`src/rtl/gpr_wb_arb.sv`:
```
// gpr_wb_arb -- write-port arbiter for the 32x32 general-purpose register file.
//
// Two writers share the single register-file write port:
//   * pipeline writeback (priority, no handshake, held off with stall_pipe)
//   * multiply/divide unit result (valid/ready handshake)
// A starvation counter lets the pipeline win at most STARVE_LIMIT consecutive
// cycles against a waiting MDU result; the next cycle is a forced pipeline
// bubble in which the MDU result drains. A scoreboard tracks destinations of
// in-flight MDU operations and flags read hazards to issue logic.
//
// Ports:
//   clk, rst_n                       clock, asynchronous active-low reset
//   pipe_wr_en/addr/data             pipeline writeback request
//   stall_pipe                       pipeline must hold its writeback
//   mdu_valid/addr/data, mdu_ready   MDU result handshake
//   mdu_issue, mdu_issue_addr        MDU operation issued (sets pending bit)
//   rd_addr1/2, hazard1/2            read-port hazard lookup
//   regwrite, write_addr, data_in    registered register-file write port
//   stat_pipe_wr/mdu_wr/force        saturating statistics (GPR_WB_ARB_STATS_EN)
//
// Optional feature macro: GPR_WB_ARB_STATS_EN adds the statistics counters.
module gpr_wb_arb #(
  parameter int STARVE_LIMIT = 4,
  parameter int CNT_W        = 16
) (
  input  logic        clk,
  input  logic        rst_n,
  input  logic        pipe_wr_en,
  input  logic [4:0]  pipe_wr_addr,
  input  logic [31:0] pipe_wr_data,
  output logic        stall_pipe,
  input  logic        mdu_valid,
  input  logic [4:0]  mdu_addr,
  input  logic [31:0] mdu_data,
  output logic        mdu_ready,
  input  logic        mdu_issue,
  input  logic [4:0]  mdu_issue_addr,
  input  logic [4:0]  rd_addr1,
  input  logic [4:0]  rd_addr2,
  output logic        hazard1,
  output logic        hazard2,
`ifdef GPR_WB_ARB_STATS_EN
  output logic [CNT_W-1:0] stat_pipe_wr,
  output logic [CNT_W-1:0] stat_mdu_wr,
  output logic [CNT_W-1:0] stat_force,
`endif
  output logic        regwrite,
  output logic [4:0]  write_addr,
  output logic [31:0] data_in
);

  typedef enum logic [1:0] {
    IDLE  = 2'd0,
    WAIT  = 2'd1,
    FORCE = 2'd2
  } state_t;

  localparam logic [3:0] LIMIT = 4'(STARVE_LIMIT);

  // Elaboration-time range check of the configuration.
  if (STARVE_LIMIT < 1 || STARVE_LIMIT > 15 || CNT_W < 1) begin : g_bad_param
    $error("gpr_wb_arb: STARVE_LIMIT must be 1..15 and CNT_W >= 1");
  end

  state_t      state_r, state_s;
  logic [3:0]  cnt_r, cnt_s;
  logic        grant_pipe_s, grant_mdu_s;
  logic [31:0] pend_r, pend_s;
  logic [31:0] set_s, clr_s;

  // Arbitration decision and next state / starvation count.
  always_comb begin
    state_s      = state_r;
    cnt_s        = cnt_r;
    grant_pipe_s = 1'b0;
    grant_mdu_s  = 1'b0;
    case (state_r)
      IDLE: begin
        if (mdu_valid && pipe_wr_en) begin
          grant_pipe_s = 1'b1;
          cnt_s        = 4'd1;
          if (LIMIT <= 4'd1) begin
            state_s = FORCE;
          end else begin
            state_s = WAIT;
          end
        end else if (mdu_valid) begin
          grant_mdu_s = 1'b1;
        end else begin
          grant_pipe_s = pipe_wr_en;
        end
      end
      WAIT: begin
        if (!mdu_valid) begin
          // MDU withdrew its result: nothing is starving any more.
          grant_pipe_s = pipe_wr_en;
          cnt_s        = 4'd0;
          state_s      = IDLE;
        end else if (!pipe_wr_en) begin
          grant_mdu_s = 1'b1;
          cnt_s       = 4'd0;
          state_s     = IDLE;
        end else begin
          grant_pipe_s = 1'b1;
          cnt_s        = cnt_r + 4'd1;
          if ((cnt_r + 4'd1) >= LIMIT) begin
            state_s = FORCE;
          end else begin
            state_s = WAIT;
          end
        end
      end
      FORCE: begin
        // Pipeline is stalled; the waiting MDU result takes the port.
        grant_mdu_s = mdu_valid;
        cnt_s       = 4'd0;
        state_s     = IDLE;
      end
      default: begin
        cnt_s   = 4'd0;
        state_s = IDLE;
      end
    endcase
  end

  // Handshake is gated by reset so no grant is signalled while held in reset.
  assign mdu_ready  = grant_mdu_s & rst_n;
  assign stall_pipe = (state_r == FORCE);

  // Scoreboard update: issue sets, MDU grant clears, set wins; r0 never pends.
  always_comb begin
    set_s = 32'd0;
    clr_s = 32'd0;
    if (mdu_issue) begin
      set_s = 32'd1 << mdu_issue_addr;
    end else begin
      set_s = 32'd0;
    end
    if (grant_mdu_s) begin
      clr_s = 32'd1 << mdu_addr;
    end else begin
      clr_s = 32'd0;
    end
    pend_s = ((pend_r & ~clr_s) | set_s) & ~32'd1;
  end

  assign hazard1 = pend_r[rd_addr1];
  assign hazard2 = pend_r[rd_addr2];

  // Arbiter FSM, scoreboard and registered register-file write port.
  always_ff @(posedge clk or negedge rst_n) begin
    if (!rst_n) begin
      state_r    <= IDLE;
      cnt_r      <= 4'd0;
      pend_r     <= 32'd0;
      regwrite   <= 1'b0;
      write_addr <= 5'd0;
      data_in    <= 32'd0;
    end else begin
      state_r <= state_s;
      cnt_r   <= cnt_s;
      pend_r  <= pend_s;
      if (grant_mdu_s) begin
        regwrite   <= (mdu_addr != 5'd0);
        write_addr <= mdu_addr;
        data_in    <= mdu_data;
      end else if (grant_pipe_s) begin
        regwrite   <= (pipe_wr_addr != 5'd0);
        write_addr <= pipe_wr_addr;
        data_in    <= pipe_wr_data;
      end else begin
        regwrite <= 1'b0;
      end
    end
  end

`ifdef GPR_WB_ARB_STATS_EN
  // Saturating grant / forced-bubble statistics.
  always_ff @(posedge clk or negedge rst_n) begin
    if (!rst_n) begin
      stat_pipe_wr <= {CNT_W{1'b0}};
      stat_mdu_wr  <= {CNT_W{1'b0}};
      stat_force   <= {CNT_W{1'b0}};
    end else begin
      if (grant_pipe_s && (stat_pipe_wr != {CNT_W{1'b1}})) begin
        stat_pipe_wr <= stat_pipe_wr + CNT_W'(1);
      end else begin
        stat_pipe_wr <= stat_pipe_wr;
      end
      if (grant_mdu_s && (stat_mdu_wr != {CNT_W{1'b1}})) begin
        stat_mdu_wr <= stat_mdu_wr + CNT_W'(1);
      end else begin
        stat_mdu_wr <= stat_mdu_wr;
      end
      if ((state_r == FORCE) && (stat_force != {CNT_W{1'b1}})) begin
        stat_force <= stat_force + CNT_W'(1);
      end else begin
        stat_force <= stat_force;
      end
    end
  end
`else
  // Statistics counters are not built in this configuration.
`endif

endmodule

```
`config.mk`:
```
export PLATFORM = sky130hd
export DESIGN_NAME = gpr_wb_arb
export DESIGN_NICKNAME = d
export VERILOG_FILES = /design/src/rtl/gpr_wb_arb.sv
export SDC_FILE = /design/constraint.sdc
export NUM_CORES = 1
export LEC_CHECK = 0
export ABC_AREA = 1
export BUFFER_PORTS_ARGS = -buffer_cell sky130_fd_sc_hd__buf_4
export CORE_ASPECT_RATIO = 0.75
export CORE_MARGIN = 4
export CORE_UTILIZATION = 55
export CTS_BUF_LIST = sky130_fd_sc_hd__clkbuf_8
export CTS_CLUSTER_DIAMETER = 30
export DETAILED_ROUTE_END_ITERATION = 8
export PLACE_DENSITY_LB_ADDON = 0.12
export SYNTH_ARGS = -nofsm -noshare
export SYNTH_HDL_FRONTEND = slang
export SYNTH_SLANG_ARGS = --single-unit
export TNS_END_PERCENT = 100
```
`constraint.sdc`:
```
create_clock -name clk -period 3.79 [get_ports clk]
set_input_delay 0.1895 -clock clk [delete_from_list [all_inputs] [get_ports clk]]
set_output_delay 0.1895 -clock clk [all_outputs]
set_load 0.03 [all_outputs]
```
Word level (Yosys, flattened, before mapping)
Index checks and enable logic that the tools add are counted.
- add/subtract/negate cells: 1
- $mul: 0
- div/mod/pow operators: 0
- $lt $le $gt $ge: 3
- equal/unequal tests: 3
- shift-type cells: 2
- mux-type cells: 31
- bitwise gates (word level): 4
- reduce and logical (&&, ||, !) cells: 5
- operator list (cell ; number):
    32-bit 2-to-1 mux ; 4
    1-bit by 5-bit left shift with 32-bit output (first input constant) ; 2
    32-bit bitwise AND ; 1
    32-bit inverter ; 1
    32-bit OR ; 1
    5-bit by 6-bit less-than comparator with 1-bit output (second input constant) ; 2
    1-bit 2-to-1 mux ; 12
    4-bit 2-to-1 mux ; 3
    1-bit binary-select mux with 5-bit select ; 2
    5-bit 2-to-1 mux ; 2
    5-bit nonzero test ; 2
    2-bit 2-to-1 mux ; 4
    4-bit one-hot mux with 2 select lines ; 1
    4-bit by 1-bit adder with 4-bit output (second input constant) ; 1
    4-bit by 3-bit >= comparator with 1-bit output (second input constant) ; 1
    2-bit one-hot mux with 2 select lines ; 1
    1-bit one-hot mux with 3 select lines ; 1
    2-bit by 1-bit equality test with 1-bit output (second input constant) ; 1
    2-bit equality test (second input constant) ; 1
    2-bit zero test ; 1
    2-bit != test (second input constant) ; 1
    1-bit one-hot mux with 2 select lines ; 1
    2-bit nonzero test ; 1
    1-bit bitwise AND ; 1
    1-bit logical AND ; 1
- bits in registers: 75
- latch bits: 0
- bits in writable memories: 0
- ROM bits: 0
- logic and storage cells: 55
- memories kept: 0

Depth between registers and ports, before layout
Gate-level depths: netlist of run 1.
- depth in word-level cells: 7
- mapped depth: 11
- mapped depth without buffers: 9

Least setup slack after synthesis of run 1
Ideal clock, no wire load.
- path kind: register -> output
- from: reg state_r[0]
- to: out mdu_ready
- arrival: 1.377 ns
- data required time: 3.601 ns
- path slack: 2.223 ns
- stages on the path, launching flop included: 7
- buffers on the path: 1
- cell sequence: dfrtp_1 -> nand2_1 -> nand2_1 -> nor2_8 -> inv_2 -> buf_2 -> nor2_1
- cells in the longest elaborated chain, start to end: 3
- elaborated cells on any way between the ends: 5
- classes of those cells: 2 x eq/ne; 1 x mux; 1 x bitwise; 1 x reduce/logical
- RTL lines (item ; RTL line ; source):
    start: declaration ; 65 ; state_t state_r, state_s;
    start signal: assignment ; 160 ; state_r <= state_s;
    2-bit equality test, or another cell as far along ; 77 ; case (state_r)
    1-bit one-hot mux with 3 select lines (*) ; 77 ;
    1-bit bitwise AND (*) ; 127 ; assign mdu_ready = grant_mdu_s & rst_n;
    end: declaration ; 35 ; output logic mdu_ready,
Every way passes the cells marked *; elsewhere a longest branch is shown, timed or not.

Worst setup path after layout of run 1
- from: reg state_r[0]
- to: reg write_addr[2]
- cells in the longest elaborated chain, start to end: 3
- elaborated cells on any way between the ends: 7
- classes of those cells: 2 x eq/ne; 3 x mux; 2 x reduce/logical
- RTL lines (item ; RTL line ; source):
    2-bit equality test, or another cell as far along ; 77 ;
    1-bit one-hot mux with 3 select lines or 1-bit one-hot mux with 2 select lines (tied branches) ; 77 ;
    5-bit 2-to-1 mux or 2-bit nonzero test (tied branches) ; n/a ;
    end signal: assignment ; 165 ; write_addr <= mdu_addr;
    end signal: assignment ; 169 ; write_addr <= pipe_wr_addr;
    end: declaration ; 48 ; output logic [4:0] write_addr,
Several ways; a longest one is shown, not always the timed one.
A chain may end at the register's enable or synchronous reset.

==> results of run 1 <==
registers in the layout, summed over array words and instances (netlist names):
name / count
cnt_r: 4
regwrite: 1
pend_r: 31
write_addr: 5
data_in: 32
state_r: 2
worst max path at each step:
stage | from | to | slack (ns)
final | state_r[0] | write_addr[2] | 1.61
after floorplan | state_r[0] | mdu_ready | 2.22
after CTS | state_r[1] | mdu_ready | 1.61
after global routing | state_r[0] | write_addr[1] | 1.36
after detailed placement | state_r[0] | write_addr[2] | 1.66
after global placement | state_r[0] | write_addr[3] | 1.76
power by group:
| group | switching, mW | total, mW | internal [mW] |
|---|---|---|---|
| logic | 0.348 | 0.579 | 0.231 |
| clock network | 0.310 | 0.586 | 0.276 |
| registers | 0.121 | 1.04 | 0.921 |
| total | 0.778 | 2.21 | 1.43 |
cell type report:
type | count | area (um^2) | share of cell area [%]
clock inverter | 5 | 36.3 | 0.697
timing repair buffer | 135 | 1010 | 19.5
tap | 98 | 123 | 2.36
inverter | 35 | 134 | 2.57
multi-input combinational | 399 | 1870 | 35.9
clock buffer | 11 | 151 | 2.91
sequential | 75 | 1880 | 36.1
metal layers:
layer / wire length (um) / share of wire (%) / GRT usage [%]
met3: 1410 / 11 / 8.48
met1: 5550 / 44 / 43.1
met5: 0 / 0 / 0
met2: 5590 / 44 / 47.2
met4: 154 / 1.2 / 6.51
metrics by stage:
step | util [%] | setup slack [ns] | hold WS (ns)
after CTS | 75.1 | 1.61 | 0.00950
after floorplan | - | 2.22 | -0.106
after global placement | 72.4 | 1.76 | 0.374
after global routing | 75.1 | 1.36 | 0.0287
final | 75.1 | 1.61 | -0.0209
after detailed placement | 72.4 | 1.66 | 0.384
logic make-up (layout without fill, tap and decap cells):
| logic type | count (synthesis) | after routing | synth area share, % |
|---|---|---|---|
| buf+inv | 62 | 186 | 6.29 |
| fa+ha+maj | 1 | 1 | 0.313 |
| flops | 75 | 75 | 46.9 |
| xor+xnor | 2 | 2 | 0.438 |
| simple gates | 312 | 312 | 33.8 |
| compound gates | 84 | 84 | 12.2 |
cells in the mapped netlist:
master    instances
inv_1            29
nand4_1          16
xor2_1            2
nor2_1           26
or2_4             1
inv_2             2
o21a_1            1
o22ai_1          10
o211ai_1          5
nand3_1          81
o21ai_2          10
nor2_8            1
dfrtp_1          75
o21ai_1          10
clkinv_1          3
nand2_4           1
and3_1            1
clkbuf_1         18
ha_1              1
buf_2             7
buf_1             1
nand2_1         180
inv_4             1
a21oi_1           1
a211oi_1          1
nor4_1            1
nor3_1            4
o21ai_0          46
buf_6             1
critical path: stages (launching register included):
cell,delay [ns]
dfrtp_1,0.44
nand2_1,0.09
nand2_1,0.13
nand2_1,0.32
clkinv_1,0.71
nand2_1,0.25
o211ai_1,0.11
==> metrics.md, run 1 <==
| Metric | Value |
|---|---|
| VDD IR max | `0.000261 V` |
| Cell variety after synth | `29` |
| Most common cell after layout, fill and taps aside | `nand2_1` |
| Fin crit share | `57.6%` |
| Post-route antenna net violation count | `0` |
| Gpl congestion | `0.926` |
| Critical Path AT | `2.41 ns` |
| Vias in the first global route | `4,188` |
| CTS tree | `done` |
| Residual DRC | `0` |
| Reg-to-reg endpoint | `write_addr[2]` |
| Cell at the root of the clock tree | `clkbuf_8` |
| Most frequent cells in the layout | `nand2_1 (180), buf_4 (135), nand3_1 (81), dfrtp_1 (75), o21ai_0 (46)` |
| Syn nets | `631` |
| RSZ-0062 raised after global routing | `false` |
| Setup TNS | `0 ns` |
| Routed wire length | `12,700 um` |
| Core Box Area | `6930 um^2` |
| Die Y | `81.8 um` |
| Worst-Margin Slew | `0.932 ns` |
| Yosys top cell by area | `dfrtp_1` |
| Syn-to-layout area delta | `30.2%` |
| Final Hold Fails | `33` |
| Antenna diodes | `0` |
| Fin crit period | `2.18 ns` |
| Gr ovfl total | `0` |
| Placed cell areas | `5020 um^2` |
| Fillers | `551` |
| Finished Cell Area | `5200 um^2` |
| FMAX | `458 MHz` |
| Dpl cells | `742` |
| HP Class | `primary input to async pin` |
| Num CTS Buffers | `9` |
| Worst setup SP type | `flop` |
| Die area | `8710 um^2` |
| CTS clock-pin slew for the worst setup and hold paths | `0.08 ns` |
| Synth warn | `0` |
| Reg-to-reg critical path startpoint | `state_r[0]` |
| R2R setup slack | `1.61 ns` |
| Post-CTS setup buffer count | `0` |
| Iter 0 DRT Violations | `393` |
| Worst reg-to-reg path cell count | `6` |
| Pleak | `2.56 nW` |
| Clk Latency, worst-skew pair | `0.34 ns` |
| CTS Hold Bufs | `0` |
| Clock buffer depth | `2` |
| Final Power | `2.21 mW` |
| Failing checks | `hold timing` |
| Hold Slack | `-0.0209 ns` |
| Syn Inst Count | `536` |
| Non-filler cells, final | `758` |
| Clock Skew | `0.00797 ns` |
| Status | `complete, but fails checks` |
| Htree depth | `3` |
| Largest net degree at the start of global routing | `77` |
| First-pass GRT wire length | `20,700 um` |
| Critical path data required time | `4.01 ns` |
| Power per cell area | `424 nW/um^2` |
| Total of cells resized after clock tree synthesis | `0` |
| Initial antenna violation count | `0` |
| Port Buffers | `135` |
| Worst setup EP type | `flop` |
| DP Wirelength | `9420 um` |
| MaxCap Viol Count | `0` |
| Largest cells by area after synthesis | `dfrtp_1 (47%), nand2_1 (17%), nand3_1 (10%)` |
| Final nets | `750` |
| Vias per cell | `5.73` |
| Row cnt | `26` |
| Synthesized cell area | `4000 um^2` |
| Flops & latches, synth | `75` |
| Total Routing Usage GR | `30.4%` |
| Drt wl/cell | `16.8 um` |
| Die Wd | `106 um` |
| Ports | `136` |
| Slew headroom | `37.9%` |
| TritonCTS Sinks | `75` |
| Crit path kind | `flop to flop` |
| Sequential cell area fraction in the yosys report | `46.9%` |
| Final count of pins violating max slew | `0` |
| Routed vias | `4,347` |
| Initial Utilization | `57.7%` |
| DRT Pass-1 Iters | `6` |
| Share of post-route cells with drive strength above 1 | `25.3%` |
| Post-synth top area share | `46.9%` |
| Mean Syn Cell Area | `7.46 um^2` |
| Worst-path fanout max | `27` |
| Final setup fails | `0` |
Note: power is estimated with default switching activity, not from simulation.
==> run 2, diff against run 1 <==
--- a/config.mk
+++ b/config.mk
@@ -5,11 +5,11 @@
 export SDC_FILE = /design/constraint.sdc
 export NUM_CORES = 1
 export LEC_CHECK = 0
-export ABC_AREA = 1
+export ABC_AREA = 0
 export BUFFER_PORTS_ARGS = -buffer_cell sky130_fd_sc_hd__buf_4
 export CORE_ASPECT_RATIO = 0.75
 export CORE_MARGIN = 4
-export CORE_UTILIZATION = 55
+export CORE_UTILIZATION = 47
 export CTS_BUF_LIST = sky130_fd_sc_hd__clkbuf_8
 export CTS_CLUSTER_DIAMETER = 30
 export DETAILED_ROUTE_END_ITERATION = 8
==> constraint.sdc (replaced) <==
create_clock -name clk -period 1.85 [get_ports clk]
set_input_delay 0.0925 -clock clk [delete_from_list [all_inputs] [get_ports clk]]
set_output_delay 0.0925 -clock clk [all_outputs]
set_load 0.03 [all_outputs]
==> metrics.md, run 2 <==
| Metric | Value |
|---|---|
| Status | `complete, but fails checks` |
| Failing checks | `setup timing` |
| Async SR Flop Fraction | `100% (unchanged)` |
| RSZ-0062 raised after global routing | `true` |
| Cell-internal power | `3.57 mW (+150%)` |
| Total Routing Usage GR | `28.1% (-2.3 points)` |
| Syn nets | `475 (-25%)` |
| Main synth FF type | `dfrtp_1` |
| Die Wd | `112 um (+5.2%)` |
| Switching Share | `29.8% (-5.5 points)` |
| Port Buffers | `135 (unchanged)` |
| Most common cell after layout, fill and taps aside | `buf_4` |
| Ports | `136 (unchanged)` |
| Count leader, synth | `dfrtp_1` |
| R2R setup slack | `0.15 ns (-1.46 ns)` |
| Clock buffer depth | `2 (unchanged)` |
| Gr ovfl total | `0 (unchanged)` |
| Worst setup SP type | `flop` |
| Clock share of power | `32.8% (+6.2 points)` |
| Post-route antenna net violation count | `0 (unchanged)` |
| Routed vias | `3,983 (-8.4%)` |
| Die Y | `86.0 um (+5.1%)` |
| Largest net degree at the start of global routing | `76 (-1.3%)` |
| Post-synth top area share | `49.2% (+2.3 points)` |
| Worst reg-to-reg path cell count | `5 (-1)` |
| FMAX | `513 MHz` |
| Logic pwr share | `26.2% (about the same)` |
| Drt wl/cell | `19.5 um (+16%)` |
| Fin crit period | `1.95 ns` |
| Share of post-route cells with drive strength above 1 | `29.8% (+4.5 points)` |
| Gpl congestion | `0.915 (-1.2%)` |
| Sequential cell area fraction in the yosys report | `49.2% (+2.3 points)` |
| Reg-to-reg endpoint | `data_in[11]` |
| Syn Inst Count | `380 (-29%)` |
| Vias per cell | `5.83 (+1.7%)` |
| Yosys top cell by area | `dfrtp_1` |
| First-pass GRT wire length | `21,200 um (+2.7%)` |
| Synthesized cell area | `3810 um^2 (-4.6%)` |
| Final nets | `668 (-11%)` |
| Row cnt | `28 (+7.7%)` |
| WHS Path Cells | `3` |
| Crit path kind | `flop to output port` |
| Top flop regs | `data_in: 32 flops, pend_r: 31 flops, write_addr: 5 flops` |
| Final setup fails | `2 (+2)` |
| Antenna diodes | `0 (unchanged)` |
| Htree depth | `3 (unchanged)` |
| DP Wirelength | `8580 um (-8.8%)` |
| Synth warn | `0 (unchanged)` |
| TritonCTS Sinks | `75 (unchanged)` |
| Wire length on met1 | `5440 um (-1.9%)` |
| Syn-to-layout area delta | `53.1%` |
| Worst setup margin | `-0.0993 ns (-1.71 ns)` |
| VDD IR max | `0.000716 V (+170%)` |
| Cell variety after synth | `39 (+34%)` |
| Routed wire length | `13,300 um (+4.9%)` |
| Fillers | `540 (-2.0%)` |
| Final Hold Fails | `0 (-100%)` |
| Top reg by flops | `data_in` |
| Most frequent cells in the layout | `buf_4 (139), dfrtp_1 (75), dlygate4sd3_1 (63), o21ai_1 (46), inv_1 (30)` |
| DRT Pass-1 Iters | `5 (-1)` |
| Met2 WL post-DR | `6210 um (+11%)` |
| Initial Utilization | `48.4% (-9.3 points)` |
| Post-synth EDFFs | `0 (unchanged)` |
| WHS Endpoint | `data_in[19]` |
| Clock Skew | `0.00992 ns (+0.00195 ns)` |
| Top cells by count, synth | `dfrtp_1 (75), o21ai_1 (46), inv_1 (29)` |
| Fin crit share | `105%` |
| Max reg flops | `32 (unchanged)` |
| Sequential cell area | `1880 um^2 (unchanged)` |
| Largest cells by area after synthesis | `dfrtp_1 (49%), a222oi_1 (7.1%), o21ai_1 (6.0%)` |
| Num CTS Buffers | `9 (unchanged)` |
| Final count of pins violating max slew | `0 (unchanged)` |
| CTS clock-pin slew for the worst setup and hold paths | `0.08 ns (about the same)` |
| Iter 0 DRT Violations | `369 (-6.1%)` |
| Pleak | `2.71 nW (+5.7%)` |
| Part of the power in registers | `41.0% (-6.2 points)` |
| Die area | `9630 um^2 (+11%)` |
| CTS tree | `done` |
| Reg-to-reg critical path startpoint | `state_r[0]` |
| Sw Pwr | `1.51 mW (+94%)` |
| Mean Syn Cell Area | `10.0 um^2 (+35%)` |
| Hold Slack | `0.0198 ns (+0.0407 ns)` |
| Initial antenna violation count | `0 (unchanged)` |
| Final Power | `5.08 mW (+130%)` |
| Highest metal used | `met4` |
| MaxCap Viol Count | `0 (unchanged)` |
| Worst setup EP type | `output port` |
| Slew headroom | `54.9% (+17 points)` |
| WL met3 | `1260 um (-11%)` |
| Residual DRC | `0 (unchanged)` |
| Power per cell area | `870 nW/um^2 (+110%)` |
| Critical Path AT | `1.86 ns (-0.55 ns)` |
| HP Class | `primary input to flop` |
| Flops & latches, synth | `75 (unchanged)` |
| Worst hold start | `mdu_data[19]` |
| Vias in the first global route | `4,035 (-3.7%)` |
| Worst-path fanout max | `3 (-89%)` |
| Multi-input logic area | `1740 um^2 (-6.8%)` |
| Worst-Margin Slew | `0.675 ns (-0.257 ns)` |
| Clk Latency, worst-skew pair | `0.34 ns (about the same)` |
| Critical path data required time | `1.76 ns (-2.25 ns)` |
| Core Box Area | `7880 um^2 (+14%)` |
| Cell at the root of the clock tree | `clkbuf_8` |
==> run 2: cell types whose count changed after synthesis, moves of 14 or more <==
cell and change:
a222oi_1 +27, mux2i_1 +18, nand2b_1 +14, nand3_1 -70, o21ai_0 -28, o21ai_1 +36
nand2_1 -171
==> run 2: area by class of cell <==
type	count	area share, %
Tap cell	105	2.25
Sequential cell	75	32.1
Multi-Input combinational cell	253	29.8
Clock buffer	9	2.12
Clock inverter	7	2.42
Timing Repair Buffer	205	29.4
Inverter	29	1.86
==> run 2: metal layers <==
| metal | global-route usage (%) | vias to the layer above |
|---|---|---|
| met5 | 0 | - |
| li1 | - | 1808 |
| met4 | 11.8 | 0 |
| met3 | 7.90 | 38 |
| met1 | 36.1 | 1906 |
| met2 | 45.2 | 231 |
==> run 2: worst max path at each step <==
stage | cells past startpoint | endpoint | startpoint | slack (ns)
detailed placement | 4 | data_in[16] | state_r[0] | 0.008
global placement | 4 | write_addr[4] | state_r[0] | 0.06
global route | 5 | hazard2 | pend_r[7] | -0.15
floorplan | 4 | hazard1 | pend_r[7] | 0.39
finish | 5 | hazard2 | pend_r[7] | -0.1
CTS | 5 | hazard2 | pend_r[7] | -0.11
==> run 2: what timing repair did <==
action / 4_1_cts / 5_1_grt
hold endpoints to repair: 113 / 0
setup endpoints to repair: 9 / 2
pin swaps: 2 / 2
resized for setup: 5 / 1
hold buffers: 63 / 0
buffers inserted: 0 / 0
==> run 2: logic make-up (layout without fill, tap and decap cells) <==
| family | after synthesis | in the layout | share of synthesized area (%) |
|---|---|---|---|
| fa+ha+maj | 1 | 1 | 0.328 |
| buf+inv | 52 | 250 | 5.91 |
| xor+xnor | 3 | 3 | 0.689 |
| mux | 25 | 25 | 8.56 |
| flops | 75 | 75 | 49.2 |
| simple gates | 101 | 101 | 14.3 |
| compound gates | 123 | 123 | 21.0 |
==> run 2: power by group through the flow <==
stage	Sequential (mW)	Clock, mW	Combinational (mW)
after floorplan	2.20	0	0.535
after global placement	2.10	0	1.14
after detailed placement	2.10	0	1.17
after CTS	2.07	1.69	1.30
after global routing	2.11	1.75	1.44
final	2.08	1.67	1.33
==> run 2: per-stage QoR <==
| step | util (%) | instance area, um^2 | instances | setup TNS [ns] | setup slack, ns |
|---|---|---|---|---|---|
| floorplan | - | 3810 | 380 | 0 | 0.390 |
| global placement | 62.3 | 4910 | 604 | 0 | 0.0572 |
| detailed placement | 62.3 | 4910 | 604 | 0 | 0.00831 |
| CTS | 74.0 | 5830 | 683 | -0.145 | -0.107 |
| global route | 74.1 | 5840 | 683 | -0.242 | -0.150 |
| finish | 74.1 | 5840 | 683 | -0.147 | -0.0993 |
==> run 2: worst max-delay path, stage by stage (launching register included) <==
cell and delay [ns]:
dfrtp_1 0.40, mux4_2 0.53, nand2b_4 0.16, o211ai_1 0.10
nand4_1 0.15, buf_6 0.17
==> run 3, diff against run 2 <==
--- a/config.mk
+++ b/config.mk
@@ -7,9 +7,11 @@
 export LEC_CHECK = 0
 export ABC_AREA = 0
 export BUFFER_PORTS_ARGS = -buffer_cell sky130_fd_sc_hd__buf_4
+export CELL_PAD_IN_SITES_DETAIL_PLACEMENT = 1
+export CELL_PAD_IN_SITES_GLOBAL_PLACEMENT = 2
 export CORE_ASPECT_RATIO = 0.75
 export CORE_MARGIN = 4
-export CORE_UTILIZATION = 47
+export CORE_UTILIZATION = 31
 export CTS_BUF_LIST = sky130_fd_sc_hd__clkbuf_8
 export CTS_CLUSTER_DIAMETER = 30
 export DETAILED_ROUTE_END_ITERATION = 8
==> constraint.sdc (replaced) <==
create_clock -name clk -period 1.9 [get_ports clk]
set_input_delay 0.095 -clock clk [delete_from_list [all_inputs] [get_ports clk]]
set_output_delay 0.095 -clock clk [all_outputs]
set_load 0.03 [all_outputs]
==> metrics.md, run 3 (synthesized netlist as in run 2, its figures left out) <==
| Metric | Value |
|---|---|
| Slew headroom | `54.2% (-0.77 points)` |
| Cell at the root of the clock tree | `clkbuf_8` |
| DP Wirelength | `10,000 um (+17%)` |
| Htree depth | `3 (unchanged)` |
| Final nets | `675 (+1.0%)` |
| Final Power | `4.69 mW (-7.7%)` |
| Clock Skew | `0.00660 ns (-0.00331 ns)` |
| Clock buffer depth | `2 (unchanged)` |
| Vias per cell | `5.40 (-7.4%)` |
| Dpl cells | `661 (+9.4%)` |
| Die area | `14,200 um^2 (+47%)` |
| Worst setup margin | `-0.0725 ns (+0.0268 ns)` |
| Ports | `136 (unchanged)` |
| Top reg by flops | `data_in` |
| DRT Pass-1 Iters | `7 (+2)` |
| Pleak | `2.72 nW (+0.34%)` |
| Total Routing Usage GR | `21.7% (-6.4 points)` |
| Max reg flops | `32 (unchanged)` |
| Power per cell area | `789 nW/um^2 (-9.3%)` |
| Failing checks | `setup timing` |
| Worst path slowest cell | `mux4_2` |
| RSZ-0062 raised after global routing | `true` |
| Top flop regs | `data_in: 32 flops, pend_r: 31 flops, write_addr: 5 flops` |
| Drt wl/cell | `20.2 um (+3.6%)` |
| CTS clock-pin slew for the worst setup and hold paths | `0.08 ns (about the same)` |
| Clk Latency, worst-skew pair | `0.35 ns (about the same)` |
| Iter 0 DRT Violations | `376 (+1.9%)` |
| Post-CTS setup buffer count | `0 (unchanged)` |
| Num CTS Buffers | `9 (unchanged)` |
| Routed wire length | `15,100 um (+13%)` |
| Initial Utilization | `32.2% (-16 points)` |
| Non-filler cells, final | `747 (+9.4%)` |
| Residual DRC | `0 (unchanged)` |
| Fillers | `1,359 (+150%)` |
| Status | `complete, but fails checks` |
| Gr ovfl total | `0 (unchanged)` |
| MaxCap Viol Count | `0 (unchanged)` |
| Hold Slack | `0.0192 ns (-0.000562 ns)` |
| CTS tree | `done` |
| Worst setup EP type | `output port` |
| Fin crit share | `104%` |
| Setup TNS | `-0.0992 ns (+0.0481 ns)` |
| Worst setup SP type | `flop` |
| Antenna diodes | `0 (unchanged)` |
| TritonCTS Sinks | `75 (unchanged)` |
| Worst-path fanout max | `3 (unchanged)` |
| Post-route antenna net violation count | `0 (unchanged)` |
| Critical path data required time | `1.80 ns (+0.04 ns)` |
| Routed vias | `4,036 (+1.3%)` |
| Crit path kind | `flop to output port` |
| CP peak stage delay | `0.54 ns (about the same)` |
| Worst-path cell chain | `mux4_2, nand2b_4, o211ai_1, nand4_1, buf_6` |
| Fin crit period | `1.97 ns` |
| VDD IR max | `0.000301 V (-58%)` |
| Die Wd | `136 um (+21%)` |
| Final Hold Fails | `0 (unchanged)` |
| Syn-to-layout area delta | `55.8%` |
| Port Buffers | `135 (unchanged)` |
| Gpl congestion | `0.771 (-16%)` |
| Critical Path AT | `1.88 ns (+0.02 ns)` |
| Most common cell after layout, fill and taps aside | `buf_4` |
| FMAX | `507 MHz` |
| Final count of pins violating max slew | `0 (unchanged)` |
| Die Y | `104 um (+21%)` |
| Initial antenna violation count | `0 (unchanged)` |
| Row cnt | `34 (+21%)` |
| Critical path's top delay family | `multiplexers` |
| Finished Cell Area | `5940 um^2 (+1.8%)` |
| Crit path buffers/inverters | `1 (unchanged)` |
| Worst-Margin Slew | `0.686 ns (+0.0116 ns)` |
| Share of post-route cells with drive strength above 1 | `29.9% (+0.16 points)` |
| Most frequent cells in the layout | `buf_4 (139), dfrtp_1 (75), dlygate4sd3_1 (70), o21ai_1 (46), inv_1 (29)` |
| First-pass GRT wire length | `24,100 um (+13%)` |
| Placed cell areas | `4980 um^2 (+1.5%)` |
| Final setup fails | `2 (unchanged)` |
| Largest net degree at the start of global routing | `76 (unchanged)` |
| Vias in the first global route | `4,409 (+9.3%)` |
| HP Class | `primary input to flop` |
| Core Box Area | `11,800 um^2 (+50%)` |
-- run 3: changes by cell type in the layout (fill, tap and decap cells not counted), sizes merged --
cell and delta:
dlygate4sd3 +7, inv -1, clkinvlp +1, clkbuf +3, bufinv -3
-- run 3: power by group --
group | internal, mW | leakage, nW | switching [mW]
Clock | 0.711 | 0.108 | 0.617
Combinational | 0.649 | 1.71 | 0.691
Sequential | 1.83 | 0.901 | 0.188
Total | 3.19 | 2.72 | 1.50
-- run 3: worst min-delay path, delay by kind of cell --
kind	cells	cell delay (ns)
buffers and inverters	1	0.08
AND/OR/NAND/NOR	1	0.09
AO/OA/AOI/OAI	1	0.07
-- run 3: worst paths after layout --
path,start,to,slack [ns],cells past startpoint
min in group asynchronous,rst_n,data_in[5],0.32,3
min,mdu_data[27],data_in[27],0.02,3
max in group asynchronous,rst_n,write_addr[4],1.21,3
min reg2reg,write_addr[3],write_addr[3],0.50,2
max,pend_r[7],hazard1,-0.07,5
max reg2reg,state_r[1],data_in[2],0.13,6
-- run 3: what timing repair did --
item,CTS,global route
gates resized for setup,5,3
pin swaps,2,1
setup endpoints to repair,2,29
endpoints found under the hold margin,113,0
gates cloned,0,0
hold buffers,70,0
-- run 3: routing by layer --
layer,share of wire (%),vias up,track usage [%],routed length (um)
met3,7.7,19,6.58,1160
met2,48,156,34.7,7190
li1,-,1823,-,-
met4,1.5,0,6.04,233
met5,0,-,0,0
met1,43,2038,28.5,6530
-- run 3: per-stage QoR --
stage	util, %	setup WS, ns
6_report	50.3	-0.0725
5_1_grt	50.3	-0.157
4_1_cts	50.1	-0.102
3_5_place_dp	42.1	0.0457
3_3_place_gp	42.1	0.0183
2_1_floorplan	-	0.437
-- run 3: layout make-up --
cell class	instances	area [um^2]	area share (%)
flip-flops and latches	75	1880	31.6
repair buffers	212	1790	30.1
multi-input cells	253	1760	29.5
well taps	162	203	3.41
clock buffers	12	165	2.78
inverters	29	109	1.83
clock inverters	4	47.5	0.800
